==> config.mk <==
export PLATFORM = sky130hd
export DESIGN_NAME = matrix_result_serializer
export DESIGN_NICKNAME = d
export VERILOG_FILES = /design/src/rtl/matrix_result_serializer.sv
export SDC_FILE = /design/constraint.sdc
export NUM_CORES = 1
export LEC_CHECK = 0
export ABC_CLOCK_PERIOD_IN_PS = 27200
export CAP_MARGIN = 20
export CORE_AREA = 3 3 293 295
export CTS_CLUSTER_SIZE = 20
export DETAILED_ROUTE_END_ITERATION = 10
export DIE_AREA = 0 0 296 298
export PLACE_DENSITY_LB_ADDON = 0.15
export SYNTH_ARGS = -nofsm -noshare
export SYNTH_HDL_FRONTEND = slang
export SYNTH_SLANG_ARGS = --single-unit
==> constraint.sdc <==
create_clock -name clk_i -period 27.2 [get_ports clk_i]
set_input_delay 5.44 -clock clk_i [delete_from_list [all_inputs] [get_ports clk_i]]
set_output_delay 5.44 -clock clk_i [all_outputs]
set_load 0.005 [all_outputs]
==> src/rtl/matrix_result_serializer.sv <==
// Matrix result serializer: captures a parallel result matrix and
// streams its elements row-major over a valid/ready handshake.
module matrix_result_serializer #(
    parameter int C_DATA_WIDTH = 18,
    parameter int A_ROWS       = 8,
    parameter int B_COLUMNS    = 5
) (
    input  logic                    clk_i,
    input  logic                    reset_i,
    input  logic                    valid_i,
    input  logic [C_DATA_WIDTH-1:0] c_i [0:A_ROWS*B_COLUMNS-1],
    output logic                    m_valid_o,
    input  logic                    m_ready_i,
    output logic [C_DATA_WIDTH-1:0] m_data_o,
    output logic [((A_ROWS > 1) ? $clog2(A_ROWS) : 1)-1:0] m_row_o,
    output logic [((B_COLUMNS > 1) ? $clog2(B_COLUMNS) : 1)-1:0] m_col_o,
    output logic                    m_last_o,
    output logic                    busy_o,
    output logic                    overflow_o
);

    localparam int N  = A_ROWS * B_COLUMNS;
    localparam int RW = (A_ROWS > 1) ? $clog2(A_ROWS) : 1;
    localparam int CW = (B_COLUMNS > 1) ? $clog2(B_COLUMNS) : 1;
    localparam int IW = (N > 1) ? $clog2(N) : 1;

    localparam logic [IW-1:0] LAST_IDX = IW'(N - 1);
    localparam logic [CW-1:0] COL_MAX  = CW'(B_COLUMNS - 1);

    typedef enum logic {
        IDLE   = 1'b0,
        STREAM = 1'b1
    } state_t;

    state_t state_q;
    state_t state_d;

    logic [C_DATA_WIDTH-1:0] buffer_q [0:N-1];
    logic [IW-1:0]           index_q;
    logic [RW-1:0]           row_q;
    logic [CW-1:0]           col_q;
    logic                    overflow_q;

    logic fire;
    logic at_last;
    logic capture;
    logic drop;

    // A transfer depends only on registered state and ready, never on valid_i.
    assign fire    = (state_q == STREAM) && m_ready_i;
    assign at_last = (index_q == LAST_IDX);
    // Capture from idle, or seamlessly on the final transfer of a matrix.
    assign capture = valid_i && ((state_q == IDLE) || (fire && at_last));
    // Any other strobe while streaming is lost and recorded.
    assign drop    = valid_i && (state_q == STREAM) && !(fire && at_last);

    // State register with synchronous reset
    always_ff @(posedge clk_i) begin
        if (reset_i) begin
            state_q <= IDLE;
        end else begin
            state_q <= state_d;
        end
    end

    // Next-state logic: enter on capture, leave after last transfer
    always_comb begin
        state_d = state_q;
        unique case (state_q)
            IDLE: begin
                if (valid_i) begin
                    state_d = STREAM;
                end
            end
            STREAM: begin
                if (fire && at_last && !valid_i) begin
                    state_d = IDLE;
                end
            end
            default: state_d = IDLE;
        endcase
    end

    // Matrix buffer load; contents are don't-care until captured
    always_ff @(posedge clk_i) begin
        if (capture) begin
            for (int i = 0; i < N; i++) begin
                buffer_q[i] <= c_i[i];
            end
        end
    end

    // Element index with row/column tracked alongside to avoid a divider
    always_ff @(posedge clk_i) begin
        if (reset_i) begin
            index_q <= '0;
            row_q   <= '0;
            col_q   <= '0;
        end else if (capture) begin
            index_q <= '0;
            row_q   <= '0;
            col_q   <= '0;
        end else if (fire) begin
            if (at_last) begin
                index_q <= '0;
                row_q   <= '0;
                col_q   <= '0;
            end else begin
                index_q <= index_q + IW'(1);
                if (col_q == COL_MAX) begin
                    col_q <= '0;
                    row_q <= row_q + RW'(1);
                end else begin
                    col_q <= col_q + CW'(1);
                end
            end
        end
    end

    // Sticky overflow flag, cleared only by reset
    always_ff @(posedge clk_i) begin
        if (reset_i) begin
            overflow_q <= 1'b0;
        end else if (drop) begin
            overflow_q <= 1'b1;
        end
    end

    // Output decode: stream fields are zero whenever no element is offered
    always_comb begin
        m_valid_o  = 1'b0;
        m_data_o   = '0;
        m_row_o    = '0;
        m_col_o    = '0;
        m_last_o   = 1'b0;
        busy_o     = 1'b0;
        overflow_o = overflow_q;
        if (state_q == STREAM) begin
            m_valid_o = 1'b1;
            m_data_o  = buffer_q[index_q];
            m_row_o   = row_q;
            m_col_o   = col_q;
            m_last_o  = at_last;
            busy_o    = 1'b1;
        end
    end

endmodule

==> results of run 1 <==
## Yosys cell counts, drive strengths merged (2+ instances only)
cell    instances
nor3            3
inv             5
nand2b          2
nor2b           2
and2           10
a22oi         144
clkbuf         39
edfxtp        720
xor2            5
nand2          28
mux2i         306
nand3           4
ha              4
o211a          18
a21oi          79
dfxtp          20
nand4           3
or2             2
nor2            8
nor3b           2
o21ai           2
mux4           36
buf            51
nor4           18
## flip-flops by register name, summed over array words and instances (netlist names), named ones only
register    flops
buffer_q      720
col_q           3
index_q         6
overflow_o      1
row_q           3
state_q         1
## per-stage QoR
| stage | cells | total power [µW] | hold WS [ns] |
|---|---|---|---|
| 3_3_place_gp | 3292 | 1580 | 0.452 |
| 4_1_cts | 3440 | 2670 | 0.485 |
| 3_5_place_dp | 3292 | 1590 | 0.476 |
| 2_1_floorplan | 1518 | 1480 | 0.443 |
| 5_1_grt | 3453 | 2730 | 0.506 |
| 6_report | 3468 | 2640 | 0.481 |
## cells in the final DEF (no fill, tap or decap), drive strengths merged
master         synthesis  layout
nor3b                  2       2
o21a                   1       1
nand4                  3       3
and3                   1       1
nor4                  18      18
o221ai                 1       1
clkinv                 0      30
dfxtp                 20      20
clkdlybuf4s50          0     751
xnor2                  1       1
and2                  10      10
inv                    5      12
bufinv                 0       6
or3b                   1       1
mux4                  36      36
ha                     4       4
nor3                   3       3
clkbuf                39     102
or2                    2       2
nor2                   8       8
o22ai                  1       1
nand2b                 2       2
nand2                 28      28
mux2i                306     306
nor2b                  2       2
o21ai                  2       2
a21oi                 79      79
xor2                   5       5
edfxtp               720     720
diode                  0      27
nand3                  4       4
or3                    1       1
a22oi                144     144
o211a                 18      18
buf                   51      34
clkinvlp               0       3
## cells by family (layout without fill, tap and decap cells)
kind of cell	count (synthesis)	in the layout
AO/OA/AOI/OAI	246	246
XOR/XNOR	6	6
adder cells (fa/ha/maj)	4	4
buffers and inverters	95	938
flip-flops	740	740
multiplexers	342	342
other	0	27
AND/OR/NAND/NOR	85	85
## per-layer routing
layer / global-route usage (%) / share of wire, % / vias up
met2: 38.2 / 51 / 635
li1: - / - / 7787
met1: 26.0 / 37 / 8601
met3: 7.01 / 9.0 / 137
met4: 6.08 / 2.0 / 26
met5: 0 / 0.17 / -
## final cells by class
cell class	instances	area share, %
sequential	740	55.1
timing repair buffer	785	19.5
multi-input combinational	683	15.4
clock buffer	102	5.32
tap	1080	3.38
clock inverter	46	1.14
antenna	27	0.169
inverter	5	0.0469
## how the worst max path moves through the flow
stage | from | slack (ns) | cells after the start | end
detailed placement | m_ready_i | 15.96 | 8 | buffer_q[19][7]
global route | flip-flop | 15.45 | 10 | m_data_o[15]
CTS | flip-flop | 15.66 | 10 | m_data_o[15]
finish | flip-flop | 15.66 | 9 | m_data_o[17]
global placement | m_ready_i | 16.21 | 8 | buffer_q[18][7]
floorplan | m_ready_i | 3.19 | 6 | col_q[0]
## tightest hold or removal path, stage by stage, from the launching register on
cell and delay, ns:
dfxtp_1 0.32, nand2_1 0.06, a21oi_1 0.05
## power breakdown
group          internal, µW  switching [µW]
Sequential             1330            17.5
Clock                   617             460
Combinational           129            86.7
==> metrics.yaml, run 1 <==
r2r_start: "index_q[3]"
synth.top_cell.area_share_pct: 75.4
ff_latch_area_mm2: 0.0220
yosysTopAreaCell: "edfxtp_1"
drt-pass1-iter-count: 5
slowest_stage: "nor4_1"
io-pin-count: 752
hold_violations: 0
antenna_found_initial: 37
cts_sinks: 740
async_flop_share_pct: 0
synth-xor-area-share_pct: 0.183
min_period_ns: 11.54
route.detailed.drc: 0
design_area_mm2: 0.0400
synthAdderAreaFrac_pct: 0.175
grt_max_degree: 117
max_stage_delay_ns: 0.99
synth_cell_types: 35
synth-edff-count: 720
post-cts-setup-buffers: 0
setup_ws_ns: 15.66
final_antenna_net_count: 0
slew_violations: 0
grtUsageTotal_pct: 21.9
grt_pass1_wl_um: 135000
r2r_slack_ns: 21.25
cp_max_fo: 53
synth-compound-area-share_pct: 5.89
core_mm2: 0.0834
clockBufferDepth: 3
rr_endpoint: "buffer_q[18][11]"
slew-limit-headroom_pct: 19.1
rsz0062_at_grt: "no"
startpoint_type: "flip-flop"
cp_common_cell: "buf_4"
multiInputGateArea_mm2: 0.00614
utilization_pct: 47.9
vias_per_cell: 4.96
vias: 17200
max_freq_mhz: 86.7
cts_buffers: 82
cp.required_ns: 21.76
place_area_mm2: 0.0373
fin_tns_setup_ns: 0
hpwl_um: 73800
yosys-mux-area-fraction_pct: 13.5
dieArea_mm2: 0.0882
fp.dieW_um: 296
synth.avg_cell_area_um2: 18.9
path_cells: "buf_4 > buf_4 > buf_4 > mux2i_1 > a22oi_1 > a21oi_1 > nor4_1 > o211a_1 > clkdlybuf4s50_1"
worstSkewPairLatency_ns: 0.64
hold_depth: 2
hold_path_class: "reg -> reg"
drive_gt1_share_pct: 8.34
synth_nets: 2246
power.density_mw_per_mm2: 65.9
ir_drop_uv: 54.3
routedWlPerCell_um: 28.6
synth_seq_cells: 740
hp-start: "row_q[1]"
synthSimpleGateAreaFrac_pct: 1.54
tritoncts: "yes"
path_delay_family: "buffers and inverters"
cp.arrival_ns: 6.10
syn_area_mm2: 0.0287
post-route-period-util_pct: 42.4
cts_hold_buf: 0
overflow: 0
drt_iter0_drc: 1318
post-place-ws_ns: 15.96
yosysSeqAreaShare_pct: 76.8
final_nets: 3025
initial_core_util_pct: 34.4
end_kind: "output port"
status: "finished, final reports clean"
synth_top_family_by_area: "multiplexers"
fillers: 7106
place.gp.congestion: 0.813
worstMarginPinSlew_ns: 1.20
synthTopCellsByArea: "edfxtp_1 75%, mux2i_1 11%, a22oi_1 3.8%"
die_h_um: 298
port_buffers: 751
setup_viol: 0
yosys_warnings: 0
clock-root-buffer: "clkbuf_16"
crit_buf_inv: 4
grt_pass1_vias: 18300
finClkSkew_ns: 0.0261
max-cap-violations: 0
htree_levels: 3
syn2layout_area_growth_pct: 39.5
critical_path_class: "reg -> out"
min_to: "row_q[1]"
p_leak_uw: 0.0130
wl_um: 99100
synth-main-ff-cell: "edfxtp_1"
row_count: 106
synthesis.instances: 1518
path_clk_slew_ns: 0.06
rr_worst_depth: 7
postCtsResizedCells: 0
Note: power is estimated with default switching activity, not from simulation.
==> run 2, diff against run 1 <==
Settings changed: ABC_CLOCK_PERIOD_IN_PS 27200 to 11840.
Clock period 27.2 ns to 11.84 ns, I/O delays scaled along.
==> metrics.yaml, run 2 (same netlist as run 1, synthesis figures left out) <==
status: "finished, final reports clean"
slew-limit-headroom_pct: 18.9  # -0.19 points
min_period_ns: 7.46
port_buffers: 751  # unchanged
overflow: 0  # unchanged
dieArea_mm2: 0.0882  # unchanged
end_kind: "output port"
drive_gt1_share_pct: 8.69  # +0.35 points
fin_tns_setup_ns: 0  # unchanged
clockBufferDepth: 3  # unchanged
clock-root-buffer: "clkbuf_16"
finClkSkew_ns: 0.0346  # +0.00851 ns
die_h_um: 298  # unchanged
cts_hold_buf: 0  # unchanged
drt_iter0_drc: 1263  # -4.2%
grt_pass1_vias: 18200  # -0.57%
clock_power_share_pct: 41.3  # +0.4 points
hold_path_class: "reg -> reg"
critical_path_class: "reg -> out"
path_clk_slew_ns: 0.06  # about the same
setup_ws_ns: 4.38  # -11.28 ns
cts_sinks: 740  # unchanged
worstMarginPinSlew_ns: 1.22  # +0.0140 ns
postCtsResizedCells: 0  # unchanged
wl_um: 98800  # -0.32%
largest_reg_flops: 720  # unchanged
max-cap-violations: 0  # unchanged
final_nets: 3032  # +0.23%
antenna_found_initial: 41  # +11%
place_area_mm2: 0.0374  # +0.22%
slew_violations: 0  # unchanged
tritoncts: "yes"
final_antenna_net_count: 0  # unchanged
drt-pass1-iter-count: 5  # unchanged
grt_pass1_wl_um: 134000  # -1.2%
cp.required_ns: 9.47  # -12.29 ns
cp_max_fo: 42  # -21%
layout_commonest_cell: "clkdlybuf4s50_1"
top_regs: "buffer_q (720), index_q (6)"
post-place-ws_ns: 5.04  # -10.93 ns
grt_max_degree: 191  # +63%
startpoint_type: "flip-flop"
place.gp.congestion: 0.817  # +0.50%
hold_violations: 0  # unchanged
route.detailed.drc: 0  # unchanged
routedWlPerCell_um: 28.4  # -0.58%
setup_viol: 0  # unchanged
largest_register: "buffer_q"
io-pin-count: 752  # unchanged
design_area_mm2: 0.0401  # +0.37%
utilization_pct: 48.1  # +0.18 points
worstSkewPairLatency_ns: 0.64  # about the same
cp.arrival_ns: 5.09  # -1.01 ns
power_frac_seq_pct: 50.5  # -0.5 points
max_freq_mhz: 134
core_mm2: 0.0834  # unchanged
post-route-period-util_pct: 63.0
ir_drop_uv: 104  # +92%
power.density_mw_per_mm2: 152  # +130%
vias_per_cell: 4.94  # -0.39%
rsz0062_at_grt: "no"
final_cell_mix: "751 x clkdlybuf4s50_1, 720 x edfxtp_1, 306 x mux2i_1"
grtUsageTotal_pct: 21.7  # -0.19 points
post-cts-setup-buffers: 0  # unchanged
hpwl_um: 73800  # about the same
htree_levels: 3  # unchanged
fp.dieW_um: 296  # unchanged
p_int_uw: 4810  # +130%
p_switching_uw: 1300  # +130%
vias: 17200  # -0.13%
combPwrFrac_pct: 8.2  # about the same
fillers: 7094  # -0.17%
initial_core_util_pct: 34.4  # unchanged
netSwitchingFraction_pct: 21.3  # -0.054 points
whs_ns: 0.488  # +0.00723 ns
p_leak_uw: 0.0131  # +0.60%
syn2layout_area_growth_pct: 40.0
cts_buffers: 83  # +1.2%
row_count: 106  # unchanged
==> run 2: cell type report <==
cell class	count	area [µm²]	share of cell area [%]
Multi-Input combinational cell	683	6140	15.3
Clock inverter	54	524	1.31
Tap cell	1080	1350	3.37
Inverter	5	18.8	0.0468
Antenna cell	27	67.6	0.168
Sequential cell	740	22000	54.9
Timing Repair Buffer	791	7860	19.6
Clock buffer	97	2150	5.36
==> run 2: worst paths after layout <==
| path | to | cells after the start | slack, ns | startpoint |
|---|---|---|---|---|
| max | m_data_o[3] | 8 | 4.38 | flip-flop |
| min | overflow_o | 1 | 0.49 | overflow_o |
| max reg2reg | buffer_q[7][1] | 6 | 7.85 | state_q |
| min reg2reg | overflow_o | 1 | 0.49 | overflow_o |
==> run 2: metal layers <==
| metal | global-route usage, % | share of wire, % | vias to the layer above |
|---|---|---|---|
| li1 | - | - | 7790 |
| met1 | 25.3 | 37 | 8526 |
| met2 | 37.0 | 50 | 676 |
| met3 | 7.14 | 8.8 | 142 |
| met4 | 8.60 | 3.2 | 30 |
| met5 | 0 | 0.19 | - |
==> run 2: metrics by stage <==
stage	power, µW	std cells
floorplan	3320	1518
global placement	3640	3294
detailed placement	3650	3299
CTS	6180	3450
global route	6330	3471
finish	6110	3477
==> run 2: power groups by stage <==
stage / logic, µW / clock network (µW) / registers, µW
floorplan: 172 / 0 / 3150
global placement: 497 / 0 / 3140
detailed placement: 503 / 0 / 3140
CTS: 506 / 2590 / 3090
global route: 531 / 2700 / 3100
finish: 499 / 2530 / 3090
==> run 2: critical path, cell delays in order, from the launching register on <==
cell and delay (ns):
dfxtp_4 0.65, buf_4 0.70, buf_4 0.68, mux2i_1 0.15, a22oi_1 0.36, a21oi_1 0.14, nor4_1 0.93, o211a_1 0.23
clkdlybuf4s50_1 0.53
==> run 3, diff against run 2 <==
Settings changed: ABC_CLOCK_PERIOD_IN_PS 11840 to 7700.
Clock period 11.84 ns to 7.7 ns, I/O delays scaled along.
==> metrics.yaml, run 3 (same netlist as run 1, synthesis figures left out) <==
end_kind: "output port"
row_count: 106  # unchanged
final_cell_mix: "751 x clkdlybuf4s50_1, 720 x edfxtp_1, 306 x mux2i_1"
drt-pass1-iter-count: 5  # unchanged
grt_pass1_wl_um: 135000  # +1.2%
grt_pass1_vias: 18400  # +0.95%
max-cap-violations: 0  # unchanged
fin_tns_setup_ns: 0  # unchanged
cp.required_ns: 6.16  # -3.31 ns
drt_iter0_drc: 1123  # -11%
vias: 17200  # -0.017%
fillers: 7097  # +0.042%
finClkSkew_ns: 0.0225  # -0.0121 ns
tritoncts: "yes"
io-pin-count: 752  # unchanged
hold_violations: 0  # unchanged
grt_max_degree: 153  # -20%
path_clk_slew_ns: 0.06  # about the same
grtUsageTotal_pct: 21.9  # +0.16 points
hold_depth: 2  # +1
overflow: 0  # unchanged
cts_sinks: 740  # unchanged
cp.arrival_ns: 4.57  # -0.52 ns
max_freq_mhz: 164
vias_per_cell: 4.95  # +0.30%
route.detailed.drc: 0  # unchanged
fp.dieW_um: 296  # unchanged
place.gp.congestion: 0.824  # +0.82%
routedWlPerCell_um: 28.6  # +0.58%
slew-limit-headroom_pct: 30.3  # +11 points
initial_core_util_pct: 34.4  # unchanged
largest_reg_flops: 720  # unchanged
critical_path_class: "reg -> out"
clock-root-buffer: "clkbuf_16"
postCtsResizedCells: 0  # unchanged
port_buffers: 751  # unchanged
rr_worst_depth: 5  # -1
syn2layout_area_growth_pct: 39.7
ir_drop_uv: 175  # +68%
core_mm2: 0.0834  # unchanged
dieArea_mm2: 0.0882  # unchanged
drive_gt1_share_pct: 8.45  # -0.25 points
post-route-period-util_pct: 79.4
slew_violations: 0  # unchanged
cp_max_fo: 72  # +71%
worstMarginPinSlew_ns: 1.05  # -0.171 ns
setup_viol: 0  # unchanged
final_antenna_net_count: 0  # unchanged
instances_no_fill: 3466  # -0.32%
clockBufferDepth: 3  # unchanged
startpoint_type: "flip-flop"
antenna_found_initial: 30  # -27%
cts_buffers: 82  # -1.2%
hold_path_class: "reg -> reg"
place_inst: 3299  # unchanged
htree_levels: 3  # unchanged
die_h_um: 298  # unchanged
post-cts-setup-buffers: 0  # unchanged
status: "finished, final reports clean"
layout_commonest_cell: "clkdlybuf4s50_1"
hpwl_um: 74700  # +1.2%
wl_um: 99100  # +0.26%
worstSkewPairLatency_ns: 0.62  # -0.02 ns
power.density_mw_per_mm2: 231  # +51%
p_leak_uw: 0.0130  # -0.33%
final_nets: 3033  # +0.033%
largest_register: "buffer_q"
rsz0062_at_grt: "no"
cts_hold_buf: 0  # unchanged
min_period_ns: 6.11
top_regs: "buffer_q (720), index_q (6)"
## run 3: cell count changes in the layout (fill, tap and decap cells not counted), moves of 2 or more
| cell | previous run | this run |
|---|---|---|
| clkinv_8 | 0 | 3 |
| buf_4 | 33 | 25 |
| inv_16 | 2 | 0 |
| clkbuf_1 | 13 | 17 |
| buf_2 | 3 | 6 |
| diode_2 | 27 | 18 |
| buf_12 | 4 | 11 |
| bufinv_16 | 7 | 4 |
| clkinv_2 | 15 | 12 |
## run 3: worst paths after layout
check             from         endpoint  slack (ns)
min           row_q[1]         row_q[1]        0.49
max reg2reg    state_q  buffer_q[2][11]        4.64
max          flip-flop      m_data_o[4]        1.59
min reg2reg   row_q[1]         row_q[1]        0.49
## run 3: through the flow
step	power (µW)	worst slack, ns	area [µm²]	utilization [%]	hold WS (ns)
2_1_floorplan	5110	0.0516	28700	-	0.443
6_report	9240	1.59	40100	48.0	0.488
3_3_place_gp	5620	1.79	37500	44.9	0.453
4_1_cts	9360	1.33	40000	48.0	0.490
3_5_place_dp	5640	2.02	37500	44.9	0.482
5_1_grt	9570	1.31	40000	48.0	0.516
## run 3: layer usage
metal | vias to the layer above | wire length (µm) | GRT usage (%)
met5 | - | 200 | 0
met2 | 633 | 51400 | 38.8
met4 | 28 | 1760 | 5.36
met1 | 8590 | 38200 | 26.0
li1 | 7782 | - | -
met3 | 128 | 7530 | 6.41
## run 3: layout make-up
| type | count | area [µm²] | area share (%) |
|---|---|---|---|
| clock buffers | 100 | 2140 | 5.34 |
| inverters | 5 | 18.8 | 0.0468 |
| flip-flops and latches | 740 | 22000 | 55.0 |
| clock inverters | 47 | 387 | 0.965 |
| repair buffers | 793 | 7960 | 19.9 |
| multi-input cells | 683 | 6140 | 15.3 |
| diodes | 18 | 45.0 | 0.112 |
| well taps | 1080 | 1350 | 3.37 |
## run 3: where the power goes
part	switching, µW	internal (µW)
Combinational	331	461
Sequential	62.1	4680
Clock	1580	2120
Total	1980	7260
## run 3: critical path, stage by stage, from the launching register on
cell and delay [ns]:
dfxtp_2 0.52, buf_4 0.48, nor2_4 0.08, buf_12 0.21
a22oi_1 0.43, a21oi_1 0.28, nor4_1 0.89, o211a_1 0.27
clkdlybuf4s50_1 0.54
